## config.mk

```make
export PLATFORM = sky130hd
export DESIGN_NAME = scroll_sequencer
export DESIGN_NICKNAME = d
export VERILOG_FILES = /design/src/rtl/scroll_pkg.sv /design/src/rtl/scroll_tick_gen.sv /design/src/rtl/scroll_sequencer.sv
export SDC_FILE = /design/constraint.sdc
export NUM_CORES = 1
export LEC_CHECK = 0
export BUFFER_PORTS_ARGS = -buffer_cell sky130_fd_sc_hd__buf_2
export CAP_MARGIN = 20
export CORE_MARGIN = 4
export CORE_UTILIZATION = 53
export CTS_BUF_LIST = sky130_fd_sc_hd__clkbuf_16
export CTS_CLUSTER_DIAMETER = 60
export DETAILED_ROUTE_END_ITERATION = 6
export PLACE_DENSITY = 0.79
export SKIP_LAST_GASP = 1
export SYNTH_ARGS = -nofsm -noshare
export SYNTH_HDL_FRONTEND = slang
export SYNTH_SLANG_ARGS = --single-unit
```

## constraint.sdc

```tcl
create_clock -name clk -period 3.5 [get_ports clk]
set_input_delay 0.175 -clock clk [delete_from_list [all_inputs] [get_ports clk]]
set_output_delay 0.175 -clock clk [all_outputs]
set_load 0.01 [all_outputs]
```

## src/rtl/scroll_pkg.sv

```systemverilog
// scroll_pkg: shared FSM encodings, character constants and ring-index helper for scroll_sequencer
package scroll_pkg;
  localparam logic [1:0] ST_IDLE    = 2'd0;
  localparam logic [1:0] ST_LOADING = 2'd1;
  localparam logic [1:0] ST_SCROLL  = 2'd2;
  localparam logic [1:0] ST_HOLD    = 2'd3;
  localparam int CHAR_BLANK = 0;
  localparam int MIN_LEN    = 4;
  // base < 2*len always holds, so one conditional subtract replaces a modulo
  function automatic logic [4:0] wrap_idx(input logic [4:0] base, input logic [4:0] len);
    return base >= len ? base - len : base;
  endfunction
endpackage

```

## src/rtl/scroll_tick_gen.sv

```systemverilog
// scroll_tick_gen: enabled prescaler producing a one-cycle tick every CLK_FREQ>>speed cycles
module scroll_tick_gen #(
  parameter int CLK_FREQ = 50000000
) (
  input  logic       clk,
  input  logic       rst,
  input  logic       clr,
  input  logic       en,
  input  logic [1:0] speed,
  output logic       tick
);
  localparam int CW = $clog2(CLK_FREQ);
  logic [CW-1:0] cnt, lim;
  // compare with >= so a speed change below the current count fires at once
  always_comb begin
    lim  = CW'((CLK_FREQ >> speed) - 1);
    tick = en && cnt >= lim;
  end
  always_ff @(posedge clk)
    if (rst || clr) cnt <= '0;
    else if (en) cnt <= tick ? '0 : cnt + 1'b1;
endmodule

```

## src/rtl/scroll_sequencer.sv

```systemverilog
// scroll_sequencer: loads a short character message and rotates it across four seven-segment digits
module scroll_sequencer
  import scroll_pkg::*;
#(
  parameter int CLK_FREQ = 50000000,
  parameter int MSG_LEN  = 8,
  parameter int CHAR_W   = 3
) (
  input  logic                clk,
  input  logic                rst,
  input  logic                clear,
  input  logic                load_valid,
  input  logic [CHAR_W-1:0]   load_char,
  input  logic                load_last,
  output logic                load_ready,
  input  logic                run,
  input  logic                dir,
  input  logic [1:0]          speed,
  output logic [4*CHAR_W-1:0] disp,
  output logic [3:0]          pos,
  output logic                step,
  output logic [1:0]          state
);
  localparam int IW = $clog2(MSG_LEN);
  logic [CHAR_W-1:0] mem [MSG_LEN];
  logic [4:0] count, count_n, len;
  logic [1:0] nxt;
  logic accept, msg_end, tick, loading;
  always_comb begin
    loading = state == ST_IDLE || state == ST_LOADING;
    accept  = load_valid && loading;
    count_n = count + 5'd1;
    msg_end = accept && (load_last || count_n == 5'(MSG_LEN));
  end
  scroll_tick_gen #(.CLK_FREQ(CLK_FREQ)) u_tick (
    .clk  (clk),
    .rst  (rst),
    .clr  (clear || msg_end),
    .en   (state == ST_SCROLL && run),
    .speed(speed),
    .tick (tick)
  );
  always_ff @(posedge clk)
    if (rst) state <= ST_IDLE;
    else state <= nxt;
  always_comb
    nxt = clear ? ST_IDLE :
          msg_end ? (run ? ST_SCROLL : ST_HOLD) :
          accept ? ST_LOADING :
          (state == ST_SCROLL && !run) ? ST_HOLD :
          (state == ST_HOLD && run) ? ST_SCROLL : state;
  always_ff @(posedge clk)
    if (rst || clear) begin
      count <= '0;
      len   <= '0;
      pos   <= '0;
      step  <= 1'b0;
      for (int i = 0; i < MSG_LEN; i++) mem[i] <= CHAR_W'(CHAR_BLANK);
    end else begin
      step <= tick;
      if (accept) begin
        mem[IW'(count)] <= load_char;
        count <= count_n;
      end
      if (msg_end) begin
        len <= count_n < 5'(MIN_LEN) ? 5'(MIN_LEN) : count_n;
        pos <= '0;
      end else if (tick)
        pos <= dir ? (pos == 4'd0 ? 4'(len - 5'd1) : pos - 4'd1)
                   : ({1'b0, pos} == len - 5'd1 ? 4'd0 : pos + 4'd1);
    end
  // while loading, show the raw first four entries so partial text is visible
  always_comb begin
    load_ready = loading;
    disp = '0;
    for (int k = 0; k < 4; k++)
      disp[k*CHAR_W +: CHAR_W] = loading ? mem[IW'(k)]
                                         : mem[IW'(wrap_idx({1'b0, pos} + 5'(3 - k), len))];
  end
endmodule

```

==> PnR_summary.wiki, run 1 <==
{| class="wikitable"
! Metric !! Value
|-
| Total Routed Length || between 10000 and 15000 µm
|-
| Highest clock frequency the design can meet || about 290 MHz
|-
| Number of vias in the routed layout || between 5000 and 6000
|-
| Die extent in y || ~110 µm
|-
| Setup-failing EPs final || 0
|-
| Cts hold-fix bufs || 0
|-
| Detailed-route DRC error count || 0
|-
| Crit Path Max Fanout || 11
|-
| Category of cells accounting for the largest share of critical-path delay || compound AO/OA/AOI/OAI gates
|-
| Result of the run || completed
|-
| Leading area contributor after synthesis || dfxtp_1
|-
| Cell chain of the critical path || inv_1, ha_1, ha_1, a21oi_2, o21ai_2, a221oi_2, a41oi_4, buf_12, mux2i_1, mux2_2, a211oi_1, buf_2
|-
| Total buffers and inverters traversed by the critical path || 3
|-
| Clock slew at the register clock pins of the worst setup and hold paths || ~0.05 ns
|-
| Placed cell count || ~800
|-
| Critical Path Sink Type || output port
|-
| Placeable core region || 0.0104 mm²
|-
| Period Utilization, post-route || a little over nine tenths
|-
| Count of warnings emitted by yosys || 0
|-
| Worst path most repeated cell || ha_1
|-
| Routed Antenna Nets || 0
|-
| Number of violations of the max-capacitance limit || 0
|-
| Worst-case setup margin in the final layout || between 0.08 and 0.09 ns
|-
| Post-synthesis mux area share || between 10% and 20%
|-
| Initial core utilization || between 50% and 60%
|-
| Antenna violations before repair || 0
|-
| Post-Syn Area || between 0.005 and 0.006 mm²
|-
| Count of boundary I/O pins || 32
|-
| Overall overflow remaining after global route || 0
|-
| Normalized max-slew margin || between 50% and 60%
|-
| Clock buffer depth || 2
|-
| Slew Limit Fails || 0
|-
| Area growth syn-to-layout || 14.0%
|-
| Power density cells || between 300 and 400 mW/mm²
|-
| Root buffer selected by CTS || clkbuf_16
|-
| Adder and majority gate portion of the synthesized area || between 10% and 20%
|-
| Number of global-route vias before repair || 4969
|-
| Leading cell type in the layout, fill and taps excluded || nor2_1
|-
| Die Area || between 0.01 and 0.015 mm²
|-
| Overall track demand over capacity in global routing || about a quarter
|-
| Startpoint kind of the worst setup timing path || flip-flop
|-
| IR Drop Worst-Case VDD || around 0.26 mV
|-
| Worst Skew || approximately 0.005 ns
|-
| Class of the tightest hold or removal check || input pin to flip-flop
|-
| Async SR Flop Fraction || 0%
|-
| Number of antenna diodes || 0
|-
| Final Hold Vio Count || 0
|-
| Worst-skew pair later-pin latency || approximately 0.33 ns
|-
| Number of input and output port buffers inserted || 31
|-
| Synthesized area divided by synthesized cell count || 8.85 µm²
|-
| CP max-delay cell || dfxtp_2
|-
| Static leakage || roughly 2.6 nW
|-
| Die boundary width || around 110 µm
|-
| Utilization of the core after routing || 62.2%
|-
| Synth Register Bits || 67
|-
| TritonRoute pass-1 iters || 5
|-
| CTS tree || built
|-
| Leading cell types in the layout, fill and taps excluded || 74 x nor2_1, 50 x mux2i_1, 45 x nand2_1
|-
| Top FF cell, synth || dfxtp_1
|-
| Critical path type || flip-flop to output port
|-
| Share of the synthesized area in the top cell type || between 15 and 20%
|-
| Ratio of routed vias to standard cells || approximately 6
|-
| Last weighted congestion value of the routability-driven placer || roughly 0.9
|-
| Non-filler cells in the finished layout || roughly 820
|-
| Critical Path Max Stage Delay || roughly 0.38 ns
|-
| Least-Margin Pin Slew || roughly 0.74 ns
|-
| Global-route wire length before repair || 24400 µm
|-
| Data arrival, critical path || 3.24 ns
|-
| Distinct cell type count after synthesis || 71
|-
| Avg WL per Cell || between 15 and 20 µm
|-
| Post-synthesis instance total || approximately 640
|-
| Required arrival time at the worst endpoint || approximately 3.3 ns
|-
| Summed negative setup slack over all endpoints || 0 ns
|-
| H-tree levels || 3
|-
| Number of standard-cell rows in the floorplan || 37
|-
| Time the worst path needs with I/O delays and setup || 3.42 ns
|-
| Unrepaired setup endpoints after global routing || true
|-
| Clk sinks || 67
|-
| Top cells by area, synth || dfxtp_1 15%, edfxtp_1 13%, ha_1 10%, mux2i_1 9.0%, nor2_1 4.9%
|-
| # nets final || 745
|-
| Placed wire-length estimate || 11000 µm
|-
| TritonCTS Buffers || 9
|-
| Combinational family with the most area after synthesis || simple AND/OR/NAND/NOR gates
|-
| Largest net degree at the start of global routing || 28
|-
| Initial DRC Count || 334
|-
| Number of synthesized flops with an enable pin || 24
|-
| Placement-stage worst setup slack || about 0.19 ns
|-
| Share of the synthesized area in compound gates (AO/OA/AOI/OAI) || between 10% and 20%
|-
| Simple-Gate Fraction of Synth Area || between 20% and 30%
|-
| Ratio of cells with drive above 1 in the final layout || between 15 and 20%
|-
| Share of the synthesized netlist area taken by xor and xnor gates || 7.12%
|-
| Fraction of the yosys area taken by sequential cells || between 20% and 30%
|}
==> cell type report <==
class                      instances  area (µm²)
clock buffer                       9         225
clock inverter                     7        55.1
fill                             871        3930
inverter                          29         109
multi-input combinational        525        3980
sequential                        67        1580
tap                              136         170
timing repair buffer              50         323
==> repair_timing <==
action                                 4_1_cts  5_1_grt
setup buffers                                4        4
endpoints found under the hold margin        0        0
resized for setup                            8       14
setup endpoints to repair                    9       12
pin swaps                                    3        5
gates cloned                                 0        1
==> cell usage after synthesis (5+ instances only) <==
cell type / count
a211oi_1: 13
a21o_1: 5
a21oi_1: 28
and2_1: 25
and3_1: 9
and3b_1: 5
buf_2: 5
clkbuf_1: 10
dfxtp_1: 43
edfxtp_1: 24
ha_1: 47
inv_1: 27
mux2_2: 12
mux2i_1: 51
nand2_1: 45
nand2b_1: 11
nand3_1: 21
nand4_1: 7
nor2_1: 74
nor3_1: 8
o211ai_1: 5
o21ai_0: 20
or3_1: 5
xnor2_1: 22
xor2_1: 24
==> per-stage QoR <==
| step | total power (W) | instance area, µm² | hold slack, ns |
|---|---|---|---|
| floorplan | 0.00101 | 5660 | 0.264 |
| global placement | 0.00108 | 5960 | 0.394 |
| detailed placement | 0.00109 | 5960 | 0.403 |
| CTS | 0.00193 | 6310 | 0.0606 |
| global route | 0.00201 | 6440 | 0.0675 |
| finish | 0.00193 | 6440 | 0.0693 |
==> cells by family (layout without fill, tap and decap cells) <==
kind of cell | Yosys count | after routing
multiplexers | 64 | 64
flip-flops | 67 | 67
buffers and inverters | 49 | 95
XOR/XNOR | 46 | 46
AO/OA/AOI/OAI | 131 | 132
adder cells (fa/ha/maj) | 52 | 52
AND/OR/NAND/NOR | 228 | 228
other | 2 | 3
==> where the power goes <==
part / total [W] / internal [W] / switching, W
Clock: 0.000843 / 0.000537 / 0.000306
Combinational: 0.000240 / 0.000104 / 0.000136
Sequential: 0.000851 / 0.000823 / 0.0000284
Total: 0.00193 / 0.00146 / 0.000471
==> final timing paths <==
check | startpoint | endpoint | slack [ns] | cells past startpoint
worst max-delay path | pos[1] | disp[5] | 0.08 | 12
worst min-delay path | run | state[0] | 0.07 | 2
worst max register to register | len[1] | pos[0] | 0.56 | 9
worst min register to register | u_tick.cnt[1] | u_tick.cnt[1] | 0.48 | 2
==> per-layer routing <==
layer,vias up,global-route usage (%),share of wire [%]
li1,2402,-,-
met4,0,8.52,2.0
met5,-,0,0
met2,171,39.4,48
met3,35,3.55,6.0
met1,2415,30.8,44
==> worst reg2reg max path, stage by stage (launching register included) <==
cell      delay, ns
dfxtp_1        0.49
inv_1          0.28
ha_1           0.34
o21ba_1        0.19
a221oi_1       0.30
a41oi_1        0.13
o41ai_4        0.52
a21oi_1        0.11
a311o_1        0.33
o211a_1        0.13
==> flip-flops by register name, indices dropped and copies added (netlist names) <==
signal      cells
step            1
count           5
mem            24
u_tick.cnt     26
len             5
state           2
pos             4
Power figures use the tool's default switching activity.
==> run 2, diff against run 1 <==
--- a/config.mk
+++ b/config.mk
@@ -12,6 +12,7 @@
 export CTS_BUF_LIST = sky130_fd_sc_hd__clkbuf_16
 export CTS_CLUSTER_DIAMETER = 60
 export DETAILED_ROUTE_END_ITERATION = 6
+export MAX_ROUTING_LAYER = met4
 export PLACE_DENSITY = 0.79
 export SKIP_LAST_GASP = 1
 export SYNTH_ARGS = -nofsm -noshare
==> run 2 against run 1 <==
Routed wire length is 1.8% higher. Largest power group is now the clock network. Total power is 6.0% higher. Fmax hardly changed. Highest routed layer unchanged. First-iteration DRC count is 65% higher. Clock power is 14% higher. Worst setup slack better by 0.0023 ns. Global-route usage hardly changed. Via count is 1.6% higher. Non-clock buffer count is 10 higher. Final area is 1.7% higher.
==> PnR_summary.wiki, run 2 (synthesis results as in run 1) <==
{| class="wikitable"
! Metric !! Value
|-
| Total Routed Length || between 10000 and 15000 µm
|-
| Overall overflow remaining after global route || 0
|-
| Summed negative setup slack over all endpoints || 0 ns
|-
| Required arrival time at the worst endpoint || roughly 3.3 ns
|-
| Global-route wire length before repair || between 20000 and 25000 µm
|-
| Normalized max-slew margin || 49.3%
|-
| TritonRoute pass-1 iters || 7
|-
| Period Utilization, post-route || between 90% and 100%
|-
| Slew Limit Fails || 0
|-
| Total buffers and inverters traversed by the critical path || 3
|-
| Placed wire-length estimate || about 11000 µm
|-
| Static leakage || about 2.7 nW
|-
| Data arrival, critical path || between 3 and 4 ns
|-
| Count of boundary I/O pins || 32
|-
| Number of filler cells placed in the layout || roughly 860
|-
| Startpoint kind of the worst setup timing path || flip-flop
|-
| H-tree levels || 3
|-
| Ratio of cells with drive above 1 in the final layout || 17.6%
|-
| Placeable core region || 0.0104 mm²
|-
| Post-route cell area || about 0.0066 mm²
|-
| Overall track demand over capacity in global routing || 23.5%
|-
| Critical path type || flip-flop to output port
|-
| Startpoint of the tightest hold check path || run
|-
| Critical Path Max Stage Delay || 0.46 ns
|-
| GRT Max-Usage Layer || met2
|-
| Avg WL per Cell || 17.8 µm
|-
| Routed Antenna Nets || 0
|-
| Total power || between 0.002 and 0.0025 W
|-
| Detailed-route DRC error count || 0
|-
| Worst reg-to-reg setup slack || 0.47 ns
|-
| Leading cell types in the layout, fill and taps excluded || 74 x nor2_1, 50 x mux2i_1, 45 x nand2_1
|-
| CTS tree || built
|-
| Number of global-route vias before repair || about 5000
|-
| Area after detailed placement || 0.00596 mm²
|-
| Largest net degree at the start of global routing || 30
|-
| Number of standard-cell rows in the floorplan || 37
|-
| Root buffer selected by CTS || clkbuf_16
|-
| FF+latch area || between 0.0015 and 0.002 mm²
|-
| Initial DRC Count || 550
|-
| Global-route met3 utilization || ~3.8%
|-
| Most flops, register || u_tick.cnt
|-
| Die Area || ~0.012 mm²
|-
| Worst-skew pair later-pin latency || 0.33 ns
|-
| Clock slew at the register clock pins of the worst setup and hold paths || around 0.060 ns
|-
| Crit Path Max Fanout || 9
|-
| Leading cell type in the layout, fill and taps excluded || nor2_1
|-
| Number of violations of the max-capacitance limit || 0
|-
| Class of the tightest hold or removal check || input pin to flip-flop
|-
| Antenna violations before repair || 0
|-
| Launch instance of the worst register-to-register path || len[1]
|-
| Terminus of the critical flop-to-flop path || pos[0]
|-
| Worst Skew || between 0.005 and 0.006 ns
|-
| # nets final || about 760
|-
| Number of vias in the routed layout || between 5000 and 6000
|-
| Cell chain of the critical path || buf_6, buf_4, xor2_2, ha_1, a21oi_2, o21ai_4, a221o_2, nand2_8, mux2i_1, mux2_2, a311oi_1, buf_2
|-
| Initial core utilization || a little over half
|-
| Hold path depth || 2
|-
| IR Drop Worst-Case VDD || between 0.2 and 0.3 mV
|-
| Hold path endpoint || state[0]
|-
| Clock buffer depth || 2
|-
| Clk sinks || 67
|-
| Number of antenna diodes || 0
|-
| Flip-flop count of the largest register, all copies and words added || 26
|-
| Ratio of routed vias to standard cells || roughly 6.1
|-
| Last weighted congestion value of the routability-driven placer || 0.944
|-
| Cts hold-fix bufs || 0
|-
| Area growth syn-to-layout || 15.9%
|-
| Die boundary width || ~110 µm
|-
| Placed cell count || between 700 and 800
|-
| Non-filler cells in the finished layout || roughly 830
|-
| CP max-delay cell || a221o_2
|-
| Met1 track utilization from global routing || a little under a third
|-
| Die extent in y || around 110 µm
|-
| Least-Margin Pin Slew || 0.757 ns
|-
| Time the worst path needs with I/O delays and setup || around 3.4 ns
|-
| TritonCTS Buffers || 9
|-
| Met2 layer usage reported by global route || 36.1%
|-
| Regs by FF count || u_tick.cnt (26), mem (24)
|-
| Category of cells accounting for the largest share of critical-path delay || compound AO/OA/AOI/OAI gates
|-
| Final Hold Vio Count || 0
|-
| Worst r2r path cells || 10
|-
| Power density cells || roughly 310 mW/mm²
|-
| Highest clock frequency the design can meet || 293 MHz
|-
| Setup-failing EPs final || 0
|-
| Critical Path Sink Type || output port
|-
| Number of input and output port buffers inserted || 31
|-
| Area used by multi-input combinational logic || between 0.003 and 0.004 mm²
|-
| Unrepaired setup endpoints after global routing || true
|-
| Result of the run || completed
|}
==> run 2: changes by cell type in the layout (fill, tap and decap cells not counted), moves of 2 or more <==
cell / before / now
buf_4: 17 / 25
ha_2: 1 / 3
clkinvlp_4: 0 / 2
inv_6: 0 / 2
inv_1: 30 / 24
ha_1: 44 / 42
==> run 2: worst max-delay path by stage <==
stage	depth (start not counted)	endpoint	start
after floorplan	11	disp[3]	pos[1]
after global placement	11	disp[7]	pos[1]
after detailed placement	11	disp[8]	pos[1]
after CTS	9	disp[8]	pos[1]
after global routing	13	disp[8]	pos[2]
final	12	disp[8]	pos[2]
==> run 2: final cells by class <==
class                   instances  area share (%)
multi-input cells             525            60.6
clock inverters                 7            1.37
well taps                     136            2.60
flip-flops and latches         67            24.2
repair buffers                 60            6.09
inverters                      29            1.77
clock buffers                   9            3.44
==> run 2: where the power goes <==
group	leakage (nW)	internal, W	total [W]	switching (W)
clock	0.155	0.000622	0.000958	0.000336
combinational	1.92	0.000105	0.000242	0.000137
sequential	0.615	0.000822	0.000851	0.0000286
total	2.69	0.00155	0.00205	0.000501
==> run 2: layer usage <==
metal,up-vias,routed length [µm]
met4,0,378
li1,2418,-
met2,230,7020
met1,2411,6410
met5,-,0
met3,46,1040
==> run 2: timing repair <==
| item | CTS | global route |
|---|---|---|
| cloned | 1 | 0 |
| gates resized for setup | 8 | 18 |
| setup buffers | 6 | 12 |
| setup endpoints to repair | 9 | 12 |
| hold endpoints to repair | 0 | 0 |
| pin swaps | 3 | 6 |
==> run 2: metrics by stage <==
step / hold WS [ns] / utilization [%] / worst slack, ns
5_1_grt: 0.120 / 63.2 / -0.0360
2_1_floorplan: 0.264 / - / 0.248
3_5_place_dp: 0.441 / 57.4 / 0.172
4_1_cts: 0.107 / 61.7 / -0.0143
3_3_place_gp: 0.433 / 57.4 / 0.249
6_report: 0.110 / 63.2 / 0.0870
==> run 3, diff against run 2 <==
--- a/config.mk
+++ b/config.mk
@@ -5,7 +5,7 @@
 export SDC_FILE = /design/constraint.sdc
 export NUM_CORES = 1
 export LEC_CHECK = 0
-export BUFFER_PORTS_ARGS = -buffer_cell sky130_fd_sc_hd__buf_2
+export BUFFER_PORTS_ARGS = -buffer_cell sky130_fd_sc_hd__buf_4
 export CAP_MARGIN = 20
 export CORE_MARGIN = 4
 export CORE_UTILIZATION = 53
@@ -13,8 +13,7 @@
 export CTS_CLUSTER_DIAMETER = 60
 export DETAILED_ROUTE_END_ITERATION = 6
 export MAX_ROUTING_LAYER = met4
-export PLACE_DENSITY = 0.79
-export SKIP_LAST_GASP = 1
+export PLACE_DENSITY = 0.82
 export SYNTH_ARGS = -nofsm -noshare
 export SYNTH_HDL_FRONTEND = slang
 export SYNTH_SLANG_ARGS = --single-unit
==> constraint.sdc (replaced) <==
create_clock -name clk -period 3 [get_ports clk]
set_input_delay 0.15 -clock clk [delete_from_list [all_inputs] [get_ports clk]]
set_output_delay 0.15 -clock clk [all_outputs]
set_load 0.01 [all_outputs]
==> run 3 against run 2 <==
The flow now finishes with violations (setup timing). Clock power is 2.7% higher. Worst hold slack worse by 0.092 ns. Global-route usage increased by 1.5 points. Total power rose by 12%. Register-to-register slack lost 0.25 ns. Worst setup slack worse by 0.27 ns. Critical path type unchanged. Largest cell class unchanged.
==> PnR_summary.wiki, run 3 (synthesis results as in run 1) <==
{| class="wikitable"
! Metric !! Value
|-
| Critical path type || flip-flop to output port
|-
| Last weighted congestion value of the routability-driven placer || 0.943
|-
| Worst Skew || between 0.005 and 0.006 ns
|-
| Net switching power || 0.000566 W
|-
| Root buffer selected by CTS || clkbuf_16
|-
| Area growth syn-to-layout || 24.7%
|-
| Unrepaired setup endpoints after global routing || true
|-
| Critical Path Sink Type || output port
|-
| Failing checks || setup timing
|-
| Class of the tightest hold or removal check || input pin to flip-flop
|-
| Leading cell type in the layout, fill and taps excluded || nor2_1
|-
| Global-route wire length before repair || ~25000 µm
|-
| IR Drop Worst-Case VDD || between 0.3 and 0.4 mV
|-
| Placed wire-length estimate || around 11000 µm
|-
| Period Utilization, post-route || 106%
|-
| Required arrival time at the worst endpoint || between 2 and 3 ns
|-
| Critical Path Max Stage Delay || between 0.3 and 0.4 ns
|-
| Routed Antenna Nets || 0
|-
| Worst-case setup margin in the final layout || -0.182 ns
|-
| Regs by FF count || u_tick.cnt (26), mem (24)
|-
| Flip-flop count of the largest register, all copies and words added || 26
|-
| Ratio of routed vias to standard cells || between 6 and 7
|-
| Detailed-route DRC error count || 0
|-
| Worst-skew pair later-pin latency || approximately 0.34 ns
|-
| Number of global-route vias before repair || between 5000 and 6000
|-
| Initial DRC Count || a little under 400
|-
| TritonRoute pass-1 iters || 7
|-
| Time the worst path needs with I/O delays and setup || 3.18 ns
|-
| # nets final || roughly 780
|-
| Number of filler cells placed in the layout || around 760
|-
| Number of violations of the max-capacitance limit || 0
|-
| Placeable core region || roughly 0.010 mm²
|-
| Die Area || 0.0124 mm²
|-
| Overall track demand over capacity in global routing || around 25%
|-
| Part of the total power dissipated in sequential elements || 43.1%
|-
| Cts hold-fix bufs || 0
|-
| TritonCTS Buffers || 9
|-
| Clock slew at the register clock pins of the worst setup and hold paths || ~0.050 ns
|-
| Avg WL per Cell || about 18 µm
|-
| FF+latch area || roughly 0.0016 mm²
|-
| Utilization of the core after routing || about two thirds
|-
| Largest net degree at the start of global routing || 25
|-
| Die boundary width || 111 µm
|-
| H-tree levels || 3
|-
| Most flops, register || u_tick.cnt
|-
| Count of boundary I/O pins || 32
|-
| Power density cells || 326 mW/mm²
|-
| Setup-failing EPs final || 12
|-
| Summed negative setup slack over all endpoints || -1.46 ns
|-
| Part of the power in combinational logic || 14.1%
|-
| Initial core utilization || a little over half
|-
| Cell internal power dissipation || between 0.0015 and 0.002 W
|-
| Number of input and output port buffers inserted || 31
|-
| Number of standard-cell rows in the floorplan || 37
|-
| CTS tree || built
|-
| Cell chain of the critical path || ha_2, nand2_1, xnor2_2, ha_2, a21o_1, buf_4, a221oi_4, nand3_4, a211o_1, a211oi_2, a311oi_2, buf_4
|-
| Crit Path Max Fanout || 5
|-
| Die extent in y || around 110 µm
|-
| Number of vias in the routed layout || ~5200
|-
| CP max-delay cell || dfxtp_4
|-
| Net Sw Frac || about a quarter
|-
| Startpoint kind of the worst setup timing path || flip-flop
|-
| Clock buffer depth || 2
|-
| Highest clock frequency the design can meet || approximately 310 MHz
|-
| Portion of total power attributed to the clock network || a little over two fifths
|-
| Static leakage || 2.90 nW
|-
| Leading cell types in the layout, fill and taps excluded || 72 x nor2_1, 71 x buf_4, 51 x mux2i_1
|-
| Area used by multi-input combinational logic || about 0.0042 mm²
|-
| Antenna violations before repair || 0
|-
| Data arrival, critical path || approximately 3.0 ns
|-
| Clk sinks || 67
|-
| Number of antenna diodes || 0
|-
| Total Routed Length || between 15000 and 20000 µm
|-
| Result of the run || finished with violations
|-
| Ratio of cells with drive above 1 in the final layout || 24.8%
|-
| Slew Limit Fails || 0
|-
| Overall overflow remaining after global route || 0
|-
| Final Hold Vio Count || 0
|}
[run 3: path summary, 6_finish.rpt]
check,from,to,slack [ns],depth (start not counted)
hold reg to reg,u_tick.cnt[1],u_tick.cnt[1],0.49,2
setup / recovery,pos[1],disp[7],-0.18,12
hold / removal,run,state[0],0.02,2
setup reg to reg,len[1],pos[0],0.22,9
[run 3: layer usage]
metal	share of wire, %	GRT usage (%)	vias to the layer above
met5	0	-	-
met2	50	41.1	175
met3	5.0	4.64	42
met4	2.7	10.3	0
li1	-	-	2471
met1	42	30.2	2481
[run 3: stage by stage]
stage / power [W] / hold slack [ns] / cell area [µm²] / instances / worst slack (ns)
2_1_floorplan: 0.00119 / 0.239 / 5700 / 640 / 0.0207
3_3_place_gp: 0.00128 / 0.345 / 6280 / 822 / 0.0382
3_5_place_dp: 0.00130 / 0.362 / 6280 / 822 / -0.142
4_1_cts: 0.00228 / 0.0113 / 6800 / 845 / -0.218
5_1_grt: 0.00238 / 0.0202 / 7050 / 853 / -0.338
6_report: 0.00230 / 0.0175 / 7050 / 853 / -0.182
[run 3: worst max-delay path: cells and delay by family, from the launching register on]
kind / cells / cell delay (ns)
AO/OA/AOI/OAI: 5 / 1.16
XOR/XNOR: 1 / 0.16
adder cells (fa/ha/maj): 2 / 0.42
buffers and inverters: 2 / 0.32
flip-flops: 1 / 0.38
AND/OR/NAND/NOR: 2 / 0.25
[run 3: power groups by stage]
stage / sequential [W] / clock, W / combinational [W]
2_1_floorplan: 0.000994 / 0 / 0.000195
3_3_place_gp: 0.00101 / 0 / 0.000275
3_5_place_dp: 0.00101 / 0 / 0.000285
4_1_cts: 0.000990 / 0.000991 / 0.000301
5_1_grt: 0.000992 / 0.00104 / 0.000352
6_report: 0.000991 / 0.000984 / 0.000325
[run 3: final cells by class]
cell class	instances	share of cell area, %
inverter	29	1.61
timing repair buffer	80	9.24
clock inverter	7	0.763
tap	136	2.41
sequential	67	22.6
clock buffer	9	3.19
multi-input combinational	525	60.2
[run 3: what timing repair did]
action | in CTS | in global routing
buffers inserted | 5 | 8
cloned | 2 | 0
gates resized for setup | 49 | 35
pin swaps | 23 | 15
setup endpoints to repair | 12 | 12
